<file path="src/rtl/start_fifo_srl_ctrl.sv">
// start_fifo_srl_ctrl
// Shift-register FIFO for start tokens and stream data between PE dataflow
// processes. It has a registered show-ahead output stage. The producer sees
// a full_n handshake and the consumer sees an empty_n handshake. Total
// capacity is DEPTH entries in the SRL plus one in the output register.
module start_fifo_srl_ctrl #(
  parameter int DATA_WIDTH = 1,
  parameter int ADDR_WIDTH = 4,
  parameter int DEPTH      = 10
) (
  input  logic                  ap_clk,
  input  logic                  ap_rst_n,
  input  logic                  if_write_ce,
  input  logic                  if_write,
  input  logic [DATA_WIDTH-1:0] if_din,
  output logic                  if_full_n,
  input  logic                  if_read_ce,
  input  logic                  if_read,
  output logic [DATA_WIDTH-1:0] if_dout,
  output logic                  if_empty_n,
  output logic [ADDR_WIDTH:0]   if_num_data_valid,
  output logic [ADDR_WIDTH:0]   if_fifo_cap
);

  localparam int CntW = ADDR_WIDTH + 1;

  logic [DATA_WIDTH-1:0] r_srl [DEPTH];
  logic [CntW-1:0]       r_srlCnt;
  logic                  r_outValid;
  logic [DATA_WIDTH-1:0] r_dout;

  logic                  w_fullN;
  logic                  w_push;
  logic                  w_pop;
  logic                  w_load;
  logic [DATA_WIDTH-1:0] w_srlHead;

  // Full comes straight from the counter register, so a read never reaches
  // the write side combinationally. A pop while full therefore frees a slot
  // only on the following cycle.
  assign w_fullN = (r_srlCnt != CntW'(DEPTH));
  assign w_push  = if_write_ce & if_write & w_fullN;
  assign w_pop   = if_read_ce & if_read & r_outValid;
  assign w_load  = (r_srlCnt != '0) & (~r_outValid | w_pop);

  // Shift store: the newest entry enters at index 0 and older entries move
  // up. The SRL contents are not reset.
  always_ff @(posedge ap_clk) begin
    if (w_push) begin
      r_srl[0] <= if_din;
      for (int i = 1; i < DEPTH; i++) begin
        r_srl[i] <= r_srl[i-1];
      end
    end
  end

  // The oldest entry is at index srl_cnt-1 of the contents before the edge.
  // A push and a load in the same cycle still hand out the oldest entry.
  always_comb begin
    w_srlHead = '0;
    for (int i = 0; i < DEPTH; i++) begin
      if (r_srlCnt == CntW'(i + 1)) begin
        w_srlHead = r_srl[i];
      end
    end
  end

  // The occupancy counter stays in 0..DEPTH. A push and a load together
  // leave it unchanged.
  always_ff @(posedge ap_clk or negedge ap_rst_n) begin
    if (!ap_rst_n) begin
      r_srlCnt <= '0;
    end else if (w_push && !w_load) begin
      r_srlCnt <= r_srlCnt + CntW'(1);
    end else if (!w_push && w_load) begin
      r_srlCnt <= r_srlCnt - CntW'(1);
    end
  end

  // Show-ahead output register. It loads the head whenever it is empty or
  // being consumed. A pop with nothing to load leaves the stale data in
  // place and only drops the valid flag.
  always_ff @(posedge ap_clk or negedge ap_rst_n) begin
    if (!ap_rst_n) begin
      r_outValid <= 1'b0;
      r_dout     <= '0;
    end else if (w_load) begin
      r_outValid <= 1'b1;
      r_dout     <= w_srlHead;
    end else if (w_pop) begin
      r_outValid <= 1'b0;
    end
  end

  assign if_full_n         = w_fullN;
  assign if_dout           = r_dout;
  assign if_empty_n        = r_outValid;
  assign if_num_data_valid = r_srlCnt + CntW'(r_outValid);
  assign if_fifo_cap       = CntW'(DEPTH + 1);

endmodule
</file>
<file path="config.mk">
export PLATFORM = sky130hd
export DESIGN_NAME = start_fifo_srl_ctrl
export DESIGN_NICKNAME = d
export VERILOG_FILES = /design/src/rtl/start_fifo_srl_ctrl.sv
export SDC_FILE = /design/constraint.sdc
export NUM_CORES = 1
export LEC_CHECK = 0
export BUFFER_PORTS_ARGS = -buffer_cell sky130_fd_sc_hd__buf_4
export CAP_MARGIN = 15
export CORE_MARGIN = 2
export CORE_UTILIZATION = 40
export DETAILED_ROUTE_END_ITERATION = 8
export HOLD_SLACK_MARGIN = 0.03
export PLACE_DENSITY = 0.65
export SYNTH_ARGS = -nofsm -noshare
export SYNTH_HDL_FRONTEND = slang
export SYNTH_SLANG_ARGS = --single-unit
</file>
<file path="constraint.sdc">
create_clock -name ap_clk -period 3.59 [get_ports ap_clk]
set_input_delay 0.5385 -clock ap_clk [delete_from_list [all_inputs] [get_ports ap_clk]]
set_output_delay 0.5385 -clock ap_clk [all_outputs]
set_load 0.02 [all_outputs]
</file>
==> results.sh <==
export IMPL_status="completed"
export IMPL_ant_nets=0
export IMPL_min_path_type="in -> reg"
export IMPL_numCtsBuffers=3
export IMPL_dr_pass1_iters=4
export IMPL_holdWs_ps=423
export IMPL_finalSetupViolCount=0
export IMPL_period_needed_ps=2700
export IMPL_dr_total_vias=663
export IMPL_fp_dieH_um=53.1
export IMPL_ys_warnings_count=0
export IMPL_cts_tree="built"
export IMPL_areaGrowthSynthToFinish_pct=13.4
export IMPL_dieArea_mm2=0.00282
export IMPL_finalWorstSetupSlack_ps=885
export IMPL_mostFrequentLayoutCell="buf_4"
export IMPL_yosysTopAreaCellShare_pct=31.2
export IMPL_port_buffers=14
export IMPL_yosysTopAreaCell="edfxtp_1"
export IMPL_nets=115
export IMPL_n_antenna_cell=0
export IMPL_htreeDepth=1
export IMPL_routed_wl_um=1690
export IMPL_crit_start="r_srlCnt[0]$_DFFE_PN0P_"
export IMPL_drc=0
export IMPL_rows=17
export IMPL_cp_slowest_stage_delay_ps=480
export IMPL_grt_max_degree=14
export IMPL_fin_worst_skew_ps=4.42
export IMPL_clk_latency_ps=290
export IMPL_layout_common_cells="buf_4, edfxtp_1, ha_1, dfrtp_1"
export IMPL_track_usage_pct=14.2
export IMPL_synth_cell_type_count=31
export IMPL_total_power_mw=0.873
export IMPL_yosys_register_bits=17
export IMPL_min_from="if_din"
export IMPL_final_area_mm2=0.00109
export IMPL_start_kind="flip-flop"
export IMPL_slew_viol_final=0
export IMPL_postCtsSetupRepairBufs=0
export IMPL_maxCapViolCount=0
export IMPL_drtIter0Drc=18
export IMPL_ys_seq_area_share_pct=49.4
export IMPL_synth_edf_count=10
export IMPL_syn_avg_cell_area_um2=11.5
export IMPL_coreArea_mm2=0.00225
export IMPL_syn_area_um2=963
export IMPL_grt_antenna_before_repair=0
export IMPL_fmax_ghz=0.370
export IMPL_die_w_um=53.1
export IMPL_slowest_stage="dfrtp_1"
export IMPL_placed_area_mm2=0.00105
export IMPL_critPathRequiredTime_ps=3810
export IMPL_final_hold_viol_count=0
export IMPL_grt_ovfl_total=0
export IMPL_place_gp_congestion=0.767
export IMPL_fin_crit_sh_pct=75.3
export IMPL_wire_per_inst_um=13.3
export IMPL_p_leak_nw=0.456
export IMPL_ir_worst_vdd_uv=443
export IMPL_dp_slack_ps=901
export IMPL_grt_pass1_vias=624
export IMPL_cp_end_kind="flip-flop"
export IMPL_p_per_area_mw_per_mm2=799
export IMPL_clockRootBuffer="clkbuf_4"
export IMPL_cp_common_cell="ha_1"
export IMPL_rsz0062_at_grt="no"
export IMPL_clock_sinks=17
export IMPL_criticalPathCategory="reg -> reg"
export IMPL_yosys_top_cells_area="edfxtp_1, dfrtp_1, ha_1, xor2_1, buf_4"
export IMPL_grt_pass1_wl_um=2840
export IMPL_cp_max_fo=11
export IMPL_r2r_start="r_srlCnt[0]$_DFFE_PN0P_"
export IMPL_ioPinCount=20
export IMPL_path_clk_slew_ps=100
export IMPL_dp_hpwl_um=1290
export IMPL_crit_buf_inv=1
export IMPL_ys_async_sr_fraction_pct=41.2
export IMPL_crit_path_cell_trace="inv_1, ha_1, nand3_1, and3_1, ha_1, nand2b_1, or3_1, a21oi_1, xor2_1"
export IMPL_start_util_pct=42.7
export IMPL_clk_path_buf_depth=2
export IMPL_ctsResizeCount=0
export IMPL_cp_top_family="simple AND/OR/NAND/NOR gates"
export IMPL_setup_tns_ps=0
export IMPL_drive_gt1_share_pct=20.2
export IMPL_syn_inst=84
export IMPL_worstPathArrival_ps=2930
export IMPL_synth_main_ff_cell="edfxtp_1"
export IMPL_via_per_inst=5.22
-- metrics by stage --
step	instances	util (%)
floorplan	87	-
global placement	122	46.8
detailed placement	122	46.8
CTS	126	48.0
global route	127	48.4
finish	127	48.4
-- sequential cells by signal, summed over array words and instances (netlist names) --
signal	count
r_srlCnt	5
if_empty_n	1
if_dout	1
r_srl	10
-- worst register-to-register path, cell delays in order (launching register included) --
cell and delay (ps):
dfrtp_1 480, inv_1 150, ha_1 320, nand3_1 140, and3_1 380, ha_1 360
nand2b_1 180, or3_1 300, a21oi_1 180, xor2_1 150
-- per-layer routing --
metal | vias up | routed length [um] | global-route usage, %
li1 | 322 | - | -
met1 | 316 | 773 | 18.5
met2 | 21 | 807 | 21.7
met3 | 4 | 80 | 3.39
met4 | 0 | 24 | 7.69
met5 | - | 0 | 0
-- Yosys cell counts (2+ instances only) --
cell type / n
a21oi_1: 5
nand4_1: 3
buf_4: 5
xor2_1: 5
ha_1: 8
dfrtp_1: 7
nor2_1: 2
edfxtp_1: 10
inv_1: 4
buf_6: 2
conb_1: 2
nor2b_1: 2
nand3_1: 3
nand2_1: 5
nand2b_1: 2
xnor2_1: 3
o21ai_0: 2
-- what timing repair did --
action                                  CTS  global route
endpoints found under the hold margin     0             7
hold buffers                              0             1
endpoints found under the setup margin    0             0
-- area by class of cell --
type | instances | area [um2]
Fill cell | 215 | 1160
Sequential cell | 17 | 475
Multi-Input combinational cell | 59 | 424
Timing Repair Buffer | 15 | 115
Tap cell | 28 | 35.0
Clock buffer | 3 | 22.5
Inverter | 4 | 15.0
Clock inverter | 1 | 5.00
-- logic make-up after synthesis --
| logic type | share of synthesized area (%) |
|---|---|
| buf+inv | 7.79 |
| other cells | 0.780 |
| compound gates | 10.7 |
| fa+ha+maj | 10.4 |
| xor+xnor | 7.27 |
| simple gates | 13.8 |
| flops | 49.4 |
-- power by group --
| part | internal [mW] | switching (mW) |
|---|---|---|
| sequential | 0.253 | 0.0809 |
| clock | 0.0414 | 0.0599 |
| combinational | 0.200 | 0.237 |
-- final timing paths --
check / to / slack, ps / cells after the start
min in group asynchronous: r_srlCnt[0]$_DFFE_PN0P_ / 590 / 2
max reg2reg: r_srlCnt[4]$_DFFE_PN0P_ / 890 / 9
min: r_srl[0]$_DFFE_PP_ / 420 / 1
max: r_srlCnt[4]$_DFFE_PN0P_ / 890 / 9
min reg2reg: r_srl[3]$_DFFE_PP_ / 460 / 0
max in group asynchronous: if_dout$_DFFE_PN0P_ / 2880 / 2
Power figures use the tool's default switching activity.
